==> config.mk <==
export PLATFORM = sky130hd
export DESIGN_NAME = envelope_gen_flat
export DESIGN_NICKNAME = d
export VERILOG_FILES = /design/src/rtl/envelope_gen_pkg.sv /design/src/rtl/envelope_gen_if.sv /design/src/rtl/envelope_gen_sat_step.sv /design/src/rtl/envelope_gen.sv /design/src/flat_wrapper.sv
export SDC_FILE = /design/constraint.sdc
export NUM_CORES = 1
export LEC_CHECK = 0
export BUFFER_PORTS_ARGS = -buffer_cell sky130_fd_sc_hd__clkbuf_2
export CORE_MARGIN = 2
export CORE_UTILIZATION = 30
export DETAILED_ROUTE_END_ITERATION = 12
export PLACE_DENSITY_LB_ADDON = 0.25
export SLEW_MARGIN = 5
export SYNTH_ARGS = -nofsm -noshare
export SYNTH_HDL_FRONTEND = slang
export SYNTH_SLANG_ARGS = --single-unit
==> constraint.sdc <==
create_clock -name clk -period 12.9 [get_ports clk]
set_input_delay 0.645 -clock clk [delete_from_list [all_inputs] [get_ports clk]]
set_output_delay 0.645 -clock clk [all_outputs]
set_load 0.01 [all_outputs]
==> src/rtl/envelope_gen_pkg.sv <==
// Shared types and constants for the envelope generator.
// Optional sustain behaviour is selected with the ENVGEN_SUSTAIN_EN macro.
package envelope_gen_pkg;

  localparam int ENVELOPE_LEN         = 4;
  localparam int ENVELOPE_RESET_BIT   = 0;
  localparam int ENVELOPE_RELEASE_BIT = 1;
  localparam int ENV_LEVEL_W          = 16;
  localparam int ENV_RATE_SHIFT       = 4;
  localparam int STAGE_W              = (ENVELOPE_LEN > 1) ? $clog2(ENVELOPE_LEN) : 1;

  typedef enum logic [1:0] {
    IDLE = 2'd0,
    RUN  = 2'd1,
    DONE = 2'd2
  } env_state_t;

  // rate is signed two's complement, duration counts sample ticks
  typedef struct packed {
    logic [7:0] rate;
    logic [7:0] duration;
  } envelope_t;

endpackage

==> src/rtl/envelope_gen_if.sv <==
// Control/output bundle between the control unit, one envelope generator and the mixer.
// Optional sustain behaviour is selected with the ENVGEN_SUSTAIN_EN macro.
interface envelope_gen_if;
  import envelope_gen_pkg::*;

  // sample_en is a valid-only strobe: the generator is always ready, so every
  // asserted cycle is consumed; all outputs are registered and valid every cycle.
  logic                                 sample_en;
  envelope_t [ENVELOPE_LEN-1:0]         envelopes;
  logic [7:0]                           cmds;
  logic [31:0]                          velocity;
  logic [31:0]                          gain;
  logic [STAGE_W-1:0]                   stage;
  logic                                 active;
  logic                                 done;
  env_state_t                           state;

  modport master (
    output sample_en, envelopes, cmds, velocity,
    input  gain, stage, active, done, state
  );

  modport slave (
    input  sample_en, envelopes, cmds, velocity,
    output gain, stage, active, done, state
  );

endinterface

==> src/rtl/envelope_gen_sat_step.sv <==
// Combinational level step: add a shifted signed rate to an unsigned level and clamp.
// Optional sustain behaviour (ENVGEN_SUSTAIN_EN) does not affect this block.
module env_sat_step #(
  parameter int LEVEL_W    = 16,
  parameter int RATE_SHIFT = 4
) (
  input  logic [LEVEL_W-1:0] level_i,
  input  logic [7:0]         rate_i,
  output logic [LEVEL_W-1:0] level_o
);

  localparam int ACC_W = LEVEL_W + 2;

  logic signed [ACC_W-1:0] delta;
  logic signed [ACC_W-1:0] sum;

  assign delta = $signed({{(ACC_W-8){rate_i[7]}}, rate_i}) <<< RATE_SHIFT;
  assign sum   = $signed({2'b00, level_i}) + delta;

  // two guard bits: the top one flags underflow, the next one overflow
  always_comb begin
    level_o = sum[LEVEL_W-1:0];
    if (sum[ACC_W-1]) begin
      level_o = '0;
    end else if (sum[LEVEL_W]) begin
      level_o = '1;
    end
  end

endmodule

==> src/rtl/envelope_gen.sv <==
// Per-oscillator amplitude envelope: stage table walker, saturating level, velocity-scaled gain.
// Define ENVGEN_SUSTAIN_EN to make zero-duration stages hold until the release command bit.
module envelope_gen
  import envelope_gen_pkg::*;
#(
  parameter int N_STAGES   = ENVELOPE_LEN,
  parameter int LEVEL_W    = ENV_LEVEL_W,
  parameter int RATE_SHIFT = ENV_RATE_SHIFT
) (
  input  logic           clk,
  input  logic           rstn,
  envelope_gen_if.slave  bus
);

  env_state_t         state_q;
  logic [LEVEL_W-1:0] level_q;
  logic [LEVEL_W-1:0] level_d;
  logic [7:0]         cnt_q;
  logic [STAGE_W-1:0] stage_q;
  logic               done_q;
  logic               rst_q;
  logic [31:0]        gain_q;
  logic [31:0]        gain_d;

  envelope_t          cur;
  logic               restart;
  logic               run_tick;
  logic               dur_zero;
  logic               dur_end;
  logic               zero_adv;
  logic               advance;
  logic               last_stage;
  logic               unused_bits;

  assign cur        = bus.envelopes[stage_q];
  assign restart    = bus.cmds[ENVELOPE_RESET_BIT] & ~rst_q;
  assign run_tick   = (state_q == RUN) & bus.sample_en & ~restart;
  assign dur_zero   = (cur.duration == 8'd0);
  // >= rather than == so a duration lowered below the count advances at once
  assign dur_end    = ({1'b0, cnt_q} + 9'd1) >= {1'b0, cur.duration};
  assign last_stage = (stage_q == STAGE_W'(N_STAGES - 1));

`ifdef ENVGEN_SUSTAIN_EN
  assign zero_adv = bus.cmds[ENVELOPE_RELEASE_BIT];
`else
  assign zero_adv = 1'b1;
`endif

  assign advance = run_tick & (dur_zero ? zero_adv : dur_end);
  assign gain_d  = 32'(level_q) * {16'b0, bus.velocity[15:0]};

  env_sat_step #(
    .LEVEL_W    (LEVEL_W),
    .RATE_SHIFT (RATE_SHIFT)
  ) u_step (
    .level_i (level_q),
    .rate_i  (cur.rate),
    .level_o (level_d)
  );

  always_ff @(posedge clk or negedge rstn) begin
    if (!rstn) begin
      state_q <= IDLE;
      level_q <= '0;
      cnt_q   <= '0;
      stage_q <= '0;
      done_q  <= 1'b0;
      rst_q   <= 1'b0;
      gain_q  <= '0;
    end else begin
      rst_q  <= bus.cmds[ENVELOPE_RESET_BIT];
      done_q <= 1'b0;
      gain_q <= gain_d;
      if (restart) begin
        state_q <= RUN;
        stage_q <= '0;
        cnt_q   <= '0;
        level_q <= '0;
      end else if (run_tick) begin
        if (dur_zero) begin
          cnt_q <= '0;
        end else begin
          level_q <= level_d;
          cnt_q   <= dur_end ? 8'd0 : cnt_q + 8'd1;
        end
        if (advance) begin
          if (last_stage) begin
            state_q <= DONE;
            done_q  <= 1'b1;
          end else begin
            stage_q <= stage_q + 1'b1;
          end
        end
      end
    end
  end

  assign bus.gain   = gain_q;
  assign bus.stage  = stage_q;
  assign bus.active = (state_q == RUN);
  assign bus.done   = done_q;
  assign bus.state  = state_q;

  assign unused_bits = ^{bus.velocity[31:16], bus.cmds};

endmodule

==> src/flat_wrapper.sv <==
// flat-port wrapper written by rule: the top's interface ports become plain ports
module envelope_gen_flat import envelope_gen_pkg::*;
#(
  parameter int N_STAGES   = ENVELOPE_LEN,
  parameter int LEVEL_W    = ENV_LEVEL_W,
  parameter int RATE_SHIFT = ENV_RATE_SHIFT
)
  (clk, rstn, bus_sample_en, bus_envelopes, bus_cmds, bus_velocity, bus_gain, bus_stage, bus_active, bus_done, bus_state);
  envelope_gen_if bus_i ();
  input  logic clk;
  input  logic rstn;
  input wire logic [$bits(bus_i.sample_en)-1:0] bus_sample_en;
  input wire logic [$bits(bus_i.envelopes)-1:0] bus_envelopes;
  input wire logic [$bits(bus_i.cmds)-1:0] bus_cmds;
  input wire logic [$bits(bus_i.velocity)-1:0] bus_velocity;
  output wire logic [$bits(bus_i.gain)-1:0] bus_gain;
  output wire logic [$bits(bus_i.stage)-1:0] bus_stage;
  output wire logic [$bits(bus_i.active)-1:0] bus_active;
  output wire logic [$bits(bus_i.done)-1:0] bus_done;
  output wire logic [$bits(bus_i.state)-1:0] bus_state;
  assign bus_i.sample_en = bus_sample_en;
  assign bus_i.envelopes = bus_envelopes;
  assign bus_i.cmds = bus_cmds;
  assign bus_i.velocity = bus_velocity;
  assign bus_gain = bus_i.gain;
  assign bus_stage = bus_i.stage;
  assign bus_active = bus_i.active;
  assign bus_done = bus_i.done;
  assign bus_state = bus_i.state;
  envelope_gen #(.N_STAGES(N_STAGES), .LEVEL_W(LEVEL_W), .RATE_SHIFT(RATE_SHIFT)) u_core (.clk(clk), .rstn(rstn), .bus(bus_i));
endmodule
==> summary.txt <==
First-pass GRT wire length: 45980 um
Hold Crit Start: bus_cmds[0]
FF/Latch Area: 1476 sq um
# hold bufs at CTS: 0
Die Y: 200.2 um
IO buf count: 121
Drt pass-1 iters: 5
H-tree lvl count: 3
Reg2reg end: u_core.bus.gain[31]
Cell seen most often among critical-path stages: fa_1
Max-slew violations: 0
Number of vias per cell: 4.739
Arr. time, crit path: 7100 ps
Ys flop type: dfrtp_1
Site row count: 71
Setup tns final: 0 ps
Worst Max-Slew Pin Slew: 1024 ps
Fmax: 145.8 MHz
Final hold vios: 0
GR Overflow Total: 0
Die X: 200.2 um
Post-Place Cells: 1824
Footprint of the multi-input gates: 8965 sq um
Setup violators final: 0
Synth unique cells: 69
Fillers: 3900
Sequential-to-total area share from yosys stat: 0.1278
Clk_skew: 12.54 ps
Post-Layout Cell Count: 1840
WP depth: 20
Final worst path period need: 6861 ps
Worst path slowest cell: dfrtp_1
Syn-to-layout area delta: 11.98%
Hold_ws: 413.7 ps
CTS buffer count: 9
FF-to-FF path depth: 20
Post-synth EDFFs: 0
Maximum fanout along the worst path: 18
Die area: 40090 sq um
Starting Density: 0.3059
Critical path buffer and inverter count: 5
Syn Inst Count: 1238
WP data required: 13140 ps
Clock tree buffer depth: 2
Crit end category: flip-flop
Mapped Nets: 1659
Netlist Area Pre-Place: 11550 sq um
Cells along the critical path: nand2_1 -> fa_1 -> inv_1 -> fa_1 -> inv_1 -> fa_1 -> inv_1 -> fa_1 -> fa_1 -> inv_1 -> fa_1 -> inv_1 -> ha_1 -> nand3_1 -> nor2_1 -> nor4bb_1 -> o21ai_1 -> a211oi_1 -> a41oi_1 -> xnor2_1
Via count: 8719
CTS tree: done
Post-route DRC: 0
CTS sink count: 59
Drt initial violations: 442
Diodes inserted: 0
Clock root cell: clkbuf_16
CP delay by family, top: adder cells
Startpoint Class: flip-flop
Synthesized area per cell: 9.330 sq um
Status: complete, no violations
DRT Wirelength: 27700 um
Total Routing Usage GR: 0.1431
Clk slew on worst S/H paths: 60 ps
Max-cap viol count: 0
Hold Path End: u_core.rst_q
Gpl congestion: 0.7998
IO Pins: 145
# Post-CTS Setup Buffers: 0
RSZ-0062 raised after global routing: no
Slew headroom: 0.3173
Most common cell after layout, fill and taps aside: inv_1
Wirelength per Cell: 15.05 um
Final period util: 0.5318
Setup CP Type: flip-flop to flip-flop
Nets: 1745
Vias in the first global route: 8877
Yosys reg bits: 59
Dpl hpwl: 22460 um
Worst path max stage delay: 870 ps
Crit Reg-Reg Startpoint: u_core.level_q[7]
Largest net degree at the start of global routing: 60
Syn. warnings: 0
Commonest cells after routing, fill and taps aside: 240 x inv_1, 185 x fa_1, 166 x nand2_1
Worst Hold Depth: 1
R2R setup slack: 6040 ps
Asr flop ratio synth: 1.000
Skew-Pair Late Insertion Delay: 370 ps
Core area: 37760 sq um
Post-cts resize count: 0
Routed Antenna Nets: 0
HP Class: input pin to flip-flop
Share of layout cells above drive strength 1: 0.1287
Initial antenna violation count: 0
==> metrics by stage <==
| stage | worst slack, ps | cell area, sq um | util |
|---|---|---|---|
| global route | 5791 | 12930 | 0.3426 |
| finish | 6039 | 12930 | 0.3426 |
| floorplan | 7024 | 11550 | - |
| global placement | 6109 | 12610 | 0.3339 |
| CTS | 6111 | 12930 | 0.3426 |
| detailed placement | 6109 | 12610 | 0.3339 |
==> worst max-delay path by stage <==
| stage | slack (ps) | start | endpoint |
|---|---|---|---|
| final | 6040 | u_core.level_q[7] | u_core.bus.gain[31] |
| after global routing | 5790 | u_core.level_q[6] | u_core.bus.gain[31] |
| after CTS | 6110 | u_core.level_q[7] | u_core.bus.gain[31] |
| after detailed placement | 6110 | bus_velocity[7] | u_core.bus.gain[31] |
| after global placement | 6110 | bus_velocity[7] | u_core.bus.gain[31] |
| after floorplan | 7020 | bus_velocity[7] | u_core.bus.gain[29] |
==> Yosys cell counts (10+ instances only) <==
library cell	instances	area, sq um
a21o_1	21	157.7
ha_1	129	1614
clkbuf_1	43	161.4
nand3_1	14	70.07
a21oi_1	36	180.2
mux4_2	16	360.4
nand2_1	166	623.1
o21ai_1	14	70.07
inv_1	240	900.9
dfrtp_1	59	1476
a211oi_1	10	75.07
and2_1	83	519.3
xnor2_1	30	262.8
o21ai_0	16	80.08
fa_1	185	3704
nor2_1	36	135.1
xor2_1	16	140.1
==> layout make-up <==
cell class,instances,share of cell area
Sequential cell,59,0.1141
Multi-Input combinational cell,890,0.6931
Inverter,241,0.06994
Clock inverter,4,0.005610
Tap cell,511,0.04943
Clock buffer,12,0.01983
Timing Repair Buffer,123,0.04798
==> routing by layer <==
layer | GRT usage | vias to the layer above | wire length, um
li1 | - | 4104 | -
met2 | 0.2432 | 141 | 14000
met4 | 0.03518 | 0 | 365
met5 | 0 | - | 0
met1 | 0.1911 | 4456 | 12450
met3 | 0.02148 | 18 | 889
==> kinds of logic after synthesis <==
group,after synthesis,synth area share
AND/OR/NAND/NOR,351,0.1498
adder cells (fa/ha/maj),314,0.4604
flip-flops,59,0.1278
buffers and inverters,289,0.09608
AO/OA/AOI/OAI,162,0.09901
XOR/XNOR,46,0.03488
multiplexers,17,0.03206
==> sequential cells by signal (all words and copies together) (netlist names) <==
| signal | count |
|---|---|
| u_core.bus.done | 1 |
| u_core.bus.gain | 32 |
| u_core.bus.stage | 2 |
| u_core.bus.state | 2 |
| u_core.cnt_q | 8 |
| u_core.level_q | 13 |
| u_core.rst_q | 1 |
Power is left out: the tool's default activity adds up to more than one toggle a clock period on the data nets, which glitch-free logic cannot reach.
